`src/rtl/axil_pkg.sv`:
```
// Shared AXI4-Lite definitions: response codes, demux state encoding and port count.
package axil_pkg;

   localparam int N_SLV = 4;

   localparam logic [1:0] RESP_OKAY   = 2'b00;
   localparam logic [1:0] RESP_SLVERR = 2'b10;
   localparam logic [1:0] RESP_DECERR = 2'b11;

   typedef enum logic [2:0] {
      IDLE,
      FWD,
      RESP,
      ERR_W,
      ERR_B
   } state_t;

endpackage

```
`src/rtl/binary_decoder_2to4.sv`:
```
// 2-to-4 binary-to-one-hot decoder with enable; all-zero output when disabled.
module binary_decoder_2to4
   import axil_pkg::*;
(
   input  logic             en,
   input  logic [1:0]       idx,
   output logic [N_SLV-1:0] sel
);

   // NOTE: every output of an always_comb gets a default first so no path can infer a latch.
   always_comb begin
      sel = '0;
      if (en) sel[idx] = 1'b1;
   end

endmodule

```
`src/rtl/axil_wr_demux_1to4.sv`:
```
// AXI4-Lite write demux, one manager to four subordinates, one outstanding write.
// The top two address bits pick the subordinate; unmapped ones answer DECERR locally.
module axil_wr_demux_1to4
   import axil_pkg::*;
#(
   parameter int               ADDR_W = 32,
   parameter int               DATA_W = 32,
   parameter logic [N_SLV-1:0] SLV_EN = 4'b1111
) (
   input  logic                ACLK,
   input  logic                ARESETN,
   input  logic [ADDR_W-1:0]   s_awaddr,
   input  logic [2:0]          s_awprot,
   input  logic                s_awvalid,
   output logic                s_awready,
   input  logic [DATA_W-1:0]   s_wdata,
   input  logic [DATA_W/8-1:0] s_wstrb,
   input  logic                s_wvalid,
   output logic                s_wready,
   output logic [1:0]          s_bresp,
   output logic                s_bvalid,
   input  logic                s_bready,
   output logic [ADDR_W-1:0]   m_awaddr,
   output logic [2:0]          m_awprot,
   output logic [N_SLV-1:0]    m_awvalid,
   input  logic [N_SLV-1:0]    m_awready,
   output logic [DATA_W-1:0]   m_wdata,
   output logic [DATA_W/8-1:0] m_wstrb,
   output logic [N_SLV-1:0]    m_wvalid,
   input  logic [N_SLV-1:0]    m_wready,
   input  logic [2*N_SLV-1:0]  m_bresp,
   input  logic [N_SLV-1:0]    m_bvalid,
   output logic [N_SLV-1:0]    m_bready
);

   state_t           state, state_nxt;
   logic [1:0]       idx, idx_in;
   logic [N_SLV-1:0] sel, sel_dec;
   logic             aw_done, w_done;
   logic             aw_accept, aw_fin, w_fin;

   assign idx_in    = s_awaddr[ADDR_W-1 -: 2];
   assign aw_accept = (state == IDLE) && s_awvalid;

   // A channel is finished once its handshake happened earlier or happens this cycle.
   assign aw_fin = aw_done | m_awready[idx];
   assign w_fin  = w_done  | (s_wvalid & m_wready[idx]);

   assign m_wdata = s_wdata;
   assign m_wstrb = s_wstrb;

   binary_decoder_2to4 u_dec (
      .en  (aw_accept),
      .idx (idx_in),
      .sel (sel_dec)
   );

   always_comb begin
      state_nxt = state;
      s_awready = 1'b0;
      s_wready  = 1'b0;
      s_bvalid  = 1'b0;
      s_bresp   = RESP_OKAY;
      m_awvalid = '0;
      m_wvalid  = '0;
      m_bready  = '0;
      case (state)
         IDLE: begin
            s_awready = 1'b1;
            if (s_awvalid) state_nxt = SLV_EN[idx_in] ? FWD : ERR_W;
         end
         FWD: begin
            m_awvalid = sel & {N_SLV{~aw_done}};
            m_wvalid  = sel & {N_SLV{s_wvalid & ~w_done}};
            s_wready  = m_wready[idx] & ~w_done;
            if (aw_fin && w_fin) state_nxt = RESP;
         end
         RESP: begin
            m_bready = sel & {N_SLV{s_bready}};
            s_bvalid = m_bvalid[idx];
            s_bresp  = m_bresp[{idx, 1'b0} +: 2];
            if (s_bvalid && s_bready) state_nxt = IDLE;
         end
         ERR_W: begin
            s_wready = 1'b1;
            if (s_wvalid) state_nxt = ERR_B;
         end
         ERR_B: begin
            s_bvalid = 1'b1;
            s_bresp  = RESP_DECERR;
            if (s_bready) state_nxt = IDLE;
         end
         default: state_nxt = IDLE;
      endcase
   end

   // NOTE: sequential state uses non-blocking assignments so every register samples pre-edge values.
   always_ff @(posedge ACLK or negedge ARESETN) begin
      if (!ARESETN) begin
         state    <= IDLE;
         idx      <= '0;
         sel      <= '0;
         aw_done  <= 1'b0;
         w_done   <= 1'b0;
         m_awaddr <= '0;
         m_awprot <= '0;
      end else begin
         state <= state_nxt;
         if (aw_accept) begin
            idx      <= idx_in;
            sel      <= sel_dec;
            m_awaddr <= s_awaddr;
            m_awprot <= s_awprot;
         end
         if (state == FWD && !(aw_fin && w_fin)) begin
            aw_done <= aw_fin;
            w_done  <= w_fin;
         end else begin
            aw_done <= 1'b0;
            w_done  <= 1'b0;
         end
      end
   end

endmodule

```
`config.mk`:
```
export PLATFORM = sky130hd
export DESIGN_NAME = axil_wr_demux_1to4
export DESIGN_NICKNAME = d
export VERILOG_FILES = /design/src/rtl/axil_pkg.sv /design/src/rtl/binary_decoder_2to4.sv /design/src/rtl/axil_wr_demux_1to4.sv
export SDC_FILE = /design/constraint.sdc
export NUM_CORES = 1
export LEC_CHECK = 0
export CAP_MARGIN = 20
export CORE_MARGIN = 1.5
export CORE_UTILIZATION = 30
export DETAILED_ROUTE_END_ITERATION = 6
export GPL_TIMING_DRIVEN = 0
export PLACE_DENSITY = 0.77
export SLEW_MARGIN = 40
export SYNTH_ARGS = -nofsm -noshare
export SYNTH_HDL_FRONTEND = slang
export SYNTH_HIERARCHICAL = 1
export SYNTH_SLANG_ARGS = --single-unit
```
`constraint.sdc`:
```
create_clock -name ACLK -period 2.1 [get_ports ACLK]
set_clock_uncertainty 0.2 [all_clocks]
set_input_delay 0.525 -clock ACLK [delete_from_list [all_inputs] [get_ports ACLK]]
set_output_delay 0.525 -clock ACLK [all_outputs]
set_load 0.02 [all_outputs]
```
; After elaboration in Yosys (flattened, before gate mapping)
; Index checks and enable logic that the tools add are counted.
[classes]
magnitude_cmp = 3
n_eq_ne = 9
shifts = 1
muxes = 26
bitwise = 10
reduce_logical = 8
[ops]
columns = operator, n
row1 = 3-bit 2-to-1 mux, 5
row2 = 3-bit case mux with 5 select lines, 1
row3 = 4-bit bitwise AND, 3
row4 = 4-bit 2-to-1 mux, 3
row5 = "2-bit != test, second input constant", 5
row6 = 1-bit binary-select mux with 2-bit select, 4
row7 = 1-bit 2-to-1 mux, 8
row8 = 8-bit by 4-bit variable part select with 2-bit output, 1
row9 = "3-bit by 2-bit equality test with 1-bit output, second input constant", 2
row10 = "2-bit by 3-bit < comparator with 1-bit output, second input constant", 2
row11 = 1-bit logical AND, 5
row12 = 5-bit AND reduction, 1
row13 = 1-bit case mux with 2 select lines, 2
row14 = 2-bit case mux with 2 select lines, 1
row15 = 1-bit bitwise AND, 3
row16 = "3-bit by 1-bit equality test with 1-bit output, second input constant", 1
row17 = "3-bit equality test, second input constant", 1
row18 = 3-bit logical NOT, 1
row19 = 1-bit demux with 2-bit select, 1
row20 = "2-bit by 1-bit >= comparator with 1-bit output, second input constant", 1
row21 = 2-bit 2-to-1 mux, 1
row22 = 1-bit inverter, 2
row23 = 1-bit OR, 2
row24 = 1-bit logical NOT, 1
[totals]
reg_bits = 46
in_bits = 96

; Longest topological paths before layout
[depth]
depth_word = 8
depth_mapped = 5
mapped_depth_nobuf = 3

; Modules after synthesis
; Netlist, hierarchy kept.
[modules_own_cells]
columns = module, instances, cells_per_inst, area_per_inst_um2, seq_area_each_um2
row1 = axil_wr_demux_1to4, 1, 177, 2272.2, 1101.1
row2 = binary_decoder_2to4, 1, 4, 37.5, 0.0

; Worst setup path after synthesis
; OpenSTA, ideal clock, no wires.
[synth_path]
path_kind = reg-to-output
from = reg m_awaddr[30] (netlist name)
to = out s_wready
arrival_ps = 1551
required_time_ps = 1375
setup_slack_ps = -176
path_stages_with_launch = 5
path_buffers = 1
cell_sequence = dfrtp_1 > buf_6 > mux4_1 > nor2b_1 > o21a_1
[synth_lines]
columns = element, line
row1 = to (decl), axil_wr_demux_1to4.sv:19  ; output logic s_wready,

; Worst setup path after layout
[layout_path]
from = in m_bvalid[2]
to = out s_bvalid
[layout_between]
elab_chain_cells = 3
[layout_lines]
columns = element, line
row1 = from (decl), axil_wr_demux_1to4.sv:32  ; input logic [N_SLV-1:0] m_bvalid,
row2 = 1-bit binary-select mux with 2-bit select, axil_wr_demux_1to4.sv:80  ; s_bvalid = m_bvalid[idx];
row3 = 1-bit 2-to-1 mux (implied by the code), axil_wr_demux_1to4.sv:80
row4 = 1-bit case mux with 2 select lines, axil_wr_demux_1to4.sv:67  ; case (state)
row5 = to (decl), axil_wr_demux_1to4.sv:21  ; output logic s_bvalid,
; No other way between the ends. The select of a mux whose other input is x is not followed.

==> flow_summary_export.csv <==
group,metric,value,unit
critical_path,critPathMaxFanout,2,
drt,drt_wl_total,6470,microns
synth,post_synth_num_cell_types,31,
timing,fin_crit_sh,118,%
critical_path,reg2reg_to,"state[2]$_DFFE_PN0P_",
floorplanning,die_area,0.00823,sq mm
critical_path,cp.arrival,1740,ps
clocking,htreeDepth,2,
drt,ant_nets,0,
timing,timing.fmax,0.405,GHz
timing,setup_viol,17,
floorplanning,start_util,31.3,%
power_and_ir_drop,power_density,1190,mW/mm^2
floorplanning,num_rows,31,
timing,hold_ws,296,ps
critical_path,slowest_delay,480,ps
layout,nets,444,
layout,drive_gt1_share,43.3,%
layout,antennaDiodeCount,0,
timing,worst_slack,-368,ps
global_routing,grt.total_usage,15.8,%
synth,synth_top_family_by_area,"multiplexers",
critical_path,cp_slowest_cell,"mux4_2",
timing,drv_slew,0,
synth,synthSimpleGateAreaFrac,10.7,%
worst_hold_path,worstHoldEndpoint,"m_awaddr[18]$_DFFE_PN0P_",
critical_path,r2r_slack,-40,ps
layout,syn2layout_area_growth,83.0,%
critical_path,endpoint_kind,"output pin",
global_routing,antenna_found_initial,0,
global_routing,grt_max_degree,30,
clocking,insertion_delay,290,ps
synth,syn_inst,181,
place,dp_hpwl,5060,microns
drt,drc,0,
synth,synth_compound_area_share,3.20,%
clocking,cts_tree,"built",
synth,syn_area,0.00231,sq mm
floorplanning,die_width,90.7,microns
global_routing,grt_pass1_wl,10400,microns
critical_path,crit_type,"in2out",
critical_path,cp.required,1370,ps
clocking,cts_root_buf,"clkbuf_8",
worst_hold_path,worstHoldStart,"m_awaddr[18]$_DFFE_PN0P_",
status,violations,"setup timing",
synth,synthXorXnorAreaFrac,0,%
timing,hold_viol,0,
synth,syn_nets,277,
power_and_ir_drop,ir_drop,0.666,mV
synth,netlist_top_cells_area,"dfrtp_1, mux2_2, buf_4",
drt,firstDrtPassIters,4,
clocking,path_clk_slew,80,ps
floorplanning,core_area,0.00737,sq mm
timing,finalCriticalPeriod,2470,ps
synth,synth.avg_cell_area,12.8,sq um
synth,synth-adder-area-share,0,%
power_and_ir_drop,p_leak,1.86,nW
synth,synth_mux_area_share,24.4,%
timing,worst_pin_slew,367,ps
worst_hold_path,min_path_cells,1,
layout,final_cells,448,
clocking,cts_made_buffers,5,
critical_path,start_kind,"primary input",
drt,drt-vias-per-instance,4.51,
drt,drtIter0Drc,28,
drt,via_count,2019,
flow_run,maxCapViolCount,0,
critical_path,rr_worst_depth,5,
place,place_congestion,0.770,
synth,synth-seq-area-share,47.7,%
power_and_ir_drop,p_total,5.05,mW
status,outcome,"finished with violations",
timing,slew-limit-headroom,75.5,%
place,io_buffers,147,
place,dp.cells,428,
worst_hold_path,hp-class,"reg2reg",
critical_path,r2r-start,"m_awaddr[30]$_DFFE_PN0P_",
synth,ys_ff_latch,44,
critical_path,path_cells,"clkdlybuf4s50_1, mux4_2, a21oi_2, nor2_1, buf_4",
drt,wl_per_cell,14.4,microns
clocking,cts_sinks,44,
clocking,cts.path.max_buffers,2,
synth,netlist.area_leader.share,47.7,%
global_routing,grt-ovfl-total,0,
synth,yosysWarnings,6,
global_routing,first_global_vias,2138,
floorplanning,ios,184,
timing,rsz0062_at_grt,"yes",
floorplanning,die_h,90.7,microns
synth,synth_top_area_cell,"dfrtp_1",
==> logic make-up after synthesis <==
group,count (synthesis)
simple gates,38
flops,44
compound gates,10
buf+inv,45
mux,44
==> synth_stat cells (all sizes together) <==
library cell  count
and3              1
a21oi             4
nor2              8
and3b             2
a32o              1
or3b              1
a41oi             1
a211o             1
clkbuf            1
buf              43
and2             12
dfrtp            44
nor3              2
or3               1
nor4b             1
mux2             39
mux4              5
inv               1
nand2             1
o21a              1
nor2b             5
nand2b            1
o31ai             1
nor3b             2
nor4              1
a221o             1
==> critical path: cells and delay by family <==
kind,cells,cell delay [ps]
buffers and inverters,2,550
and+or+nand+nor,1,50
muxes,1,480
AOI/OAI and AO/OA,1,130
==> flip-flops by register name (all words and copies together) (netlist names) <==
name	count
m_awaddr	32
sel	4
m_awprot	3
state	3
aw_done	1
w_done	1
==> power breakdown <==
part / switching [mW] / leakage [nW] / internal, mW / total [mW]
logic: 1.26 / 1.27 / 1.62 / 2.87
clock network: 0.291 / 0.0614 / 0.389 / 0.680
registers: 0.253 / 0.529 / 1.24 / 1.50
==> layout make-up <==
cell class | count | area, sq um
inverter | 1 | 3.75
fill | 647 | 3140
tap | 99 | 124
timing repair buffer | 163 | 1590
sequential | 44 | 1100
clock inverter | 2 | 38.8
multi-input combinational | 92 | 965
clock buffer | 6 | 82.6
buffer | 41 | 315
==> stage by stage <==
step	setup slack (ps)	utilization [%]	instance area (sq um)	TNS, ps
global route	-463	57.4	4230	-5100
detailed placement	-936	53.4	3930	-26310
CTS	-475	56.7	4180	-5240
finish	-368	57.4	4230	-3780
global placement	-1140	53.1	3920	-68510
floorplan	-54.1	-	2320	-170
==> cells in the final DEF (no fill, tap or decap), types with 2 or more instances in the layout <==
cell type          n
mux4_2             5
mux2_1             4
nor2b_1            4
dfrtp_2            2
dlygate4sd2_1     14
and2_4            10
and2_1             2
a21oi_2            3
and3b_1            2
buf_6             14
clkbuf_8           6
buf_4             59
clkdlybuf4s50_1  114
mux2_2            35
dfrtp_1           42
nor2_1             7
==> worst max-delay path by stage <==
stage,depth (start not counted),slack (ps),endpoint,start
6_report,5,-370,s_bvalid,m_bvalid[2]
3_3_place_gp,1,-1140,m_awaddr[30]$_DFFE_PN0P_,ARESETN
2_1_floorplan,4,-50,s_wready,m_awaddr[30]$_DFFE_PN0P_
3_5_place_dp,5,-940,s_wready,m_wready[2]
4_1_cts,6,-480,m_wvalid[1],state[1]$_DFFE_PN0P_
5_1_grt,4,-460,s_wready,m_awaddr[30]$_DFFE_PN0P_
==> layer usage <==
layer	vias to the layer above	GRT usage (%)	share of wire [%]
met4	0	5.69	2.0
met2	115	27.9	51
met3	12	6.40	11
li1	924	-	-
met1	968	17.0	36
met5	-	0	0
==> what timing repair did <==
item,4_1_cts,5_1_grt
resized for setup,138,13
endpoints found under the hold margin,15,0
endpoints found under the setup margin,55,56
hold buffers,1,0
cloned,0,0
pin swaps,18,15
buffers inserted,9,5
(Power assumes the default switching activity.)
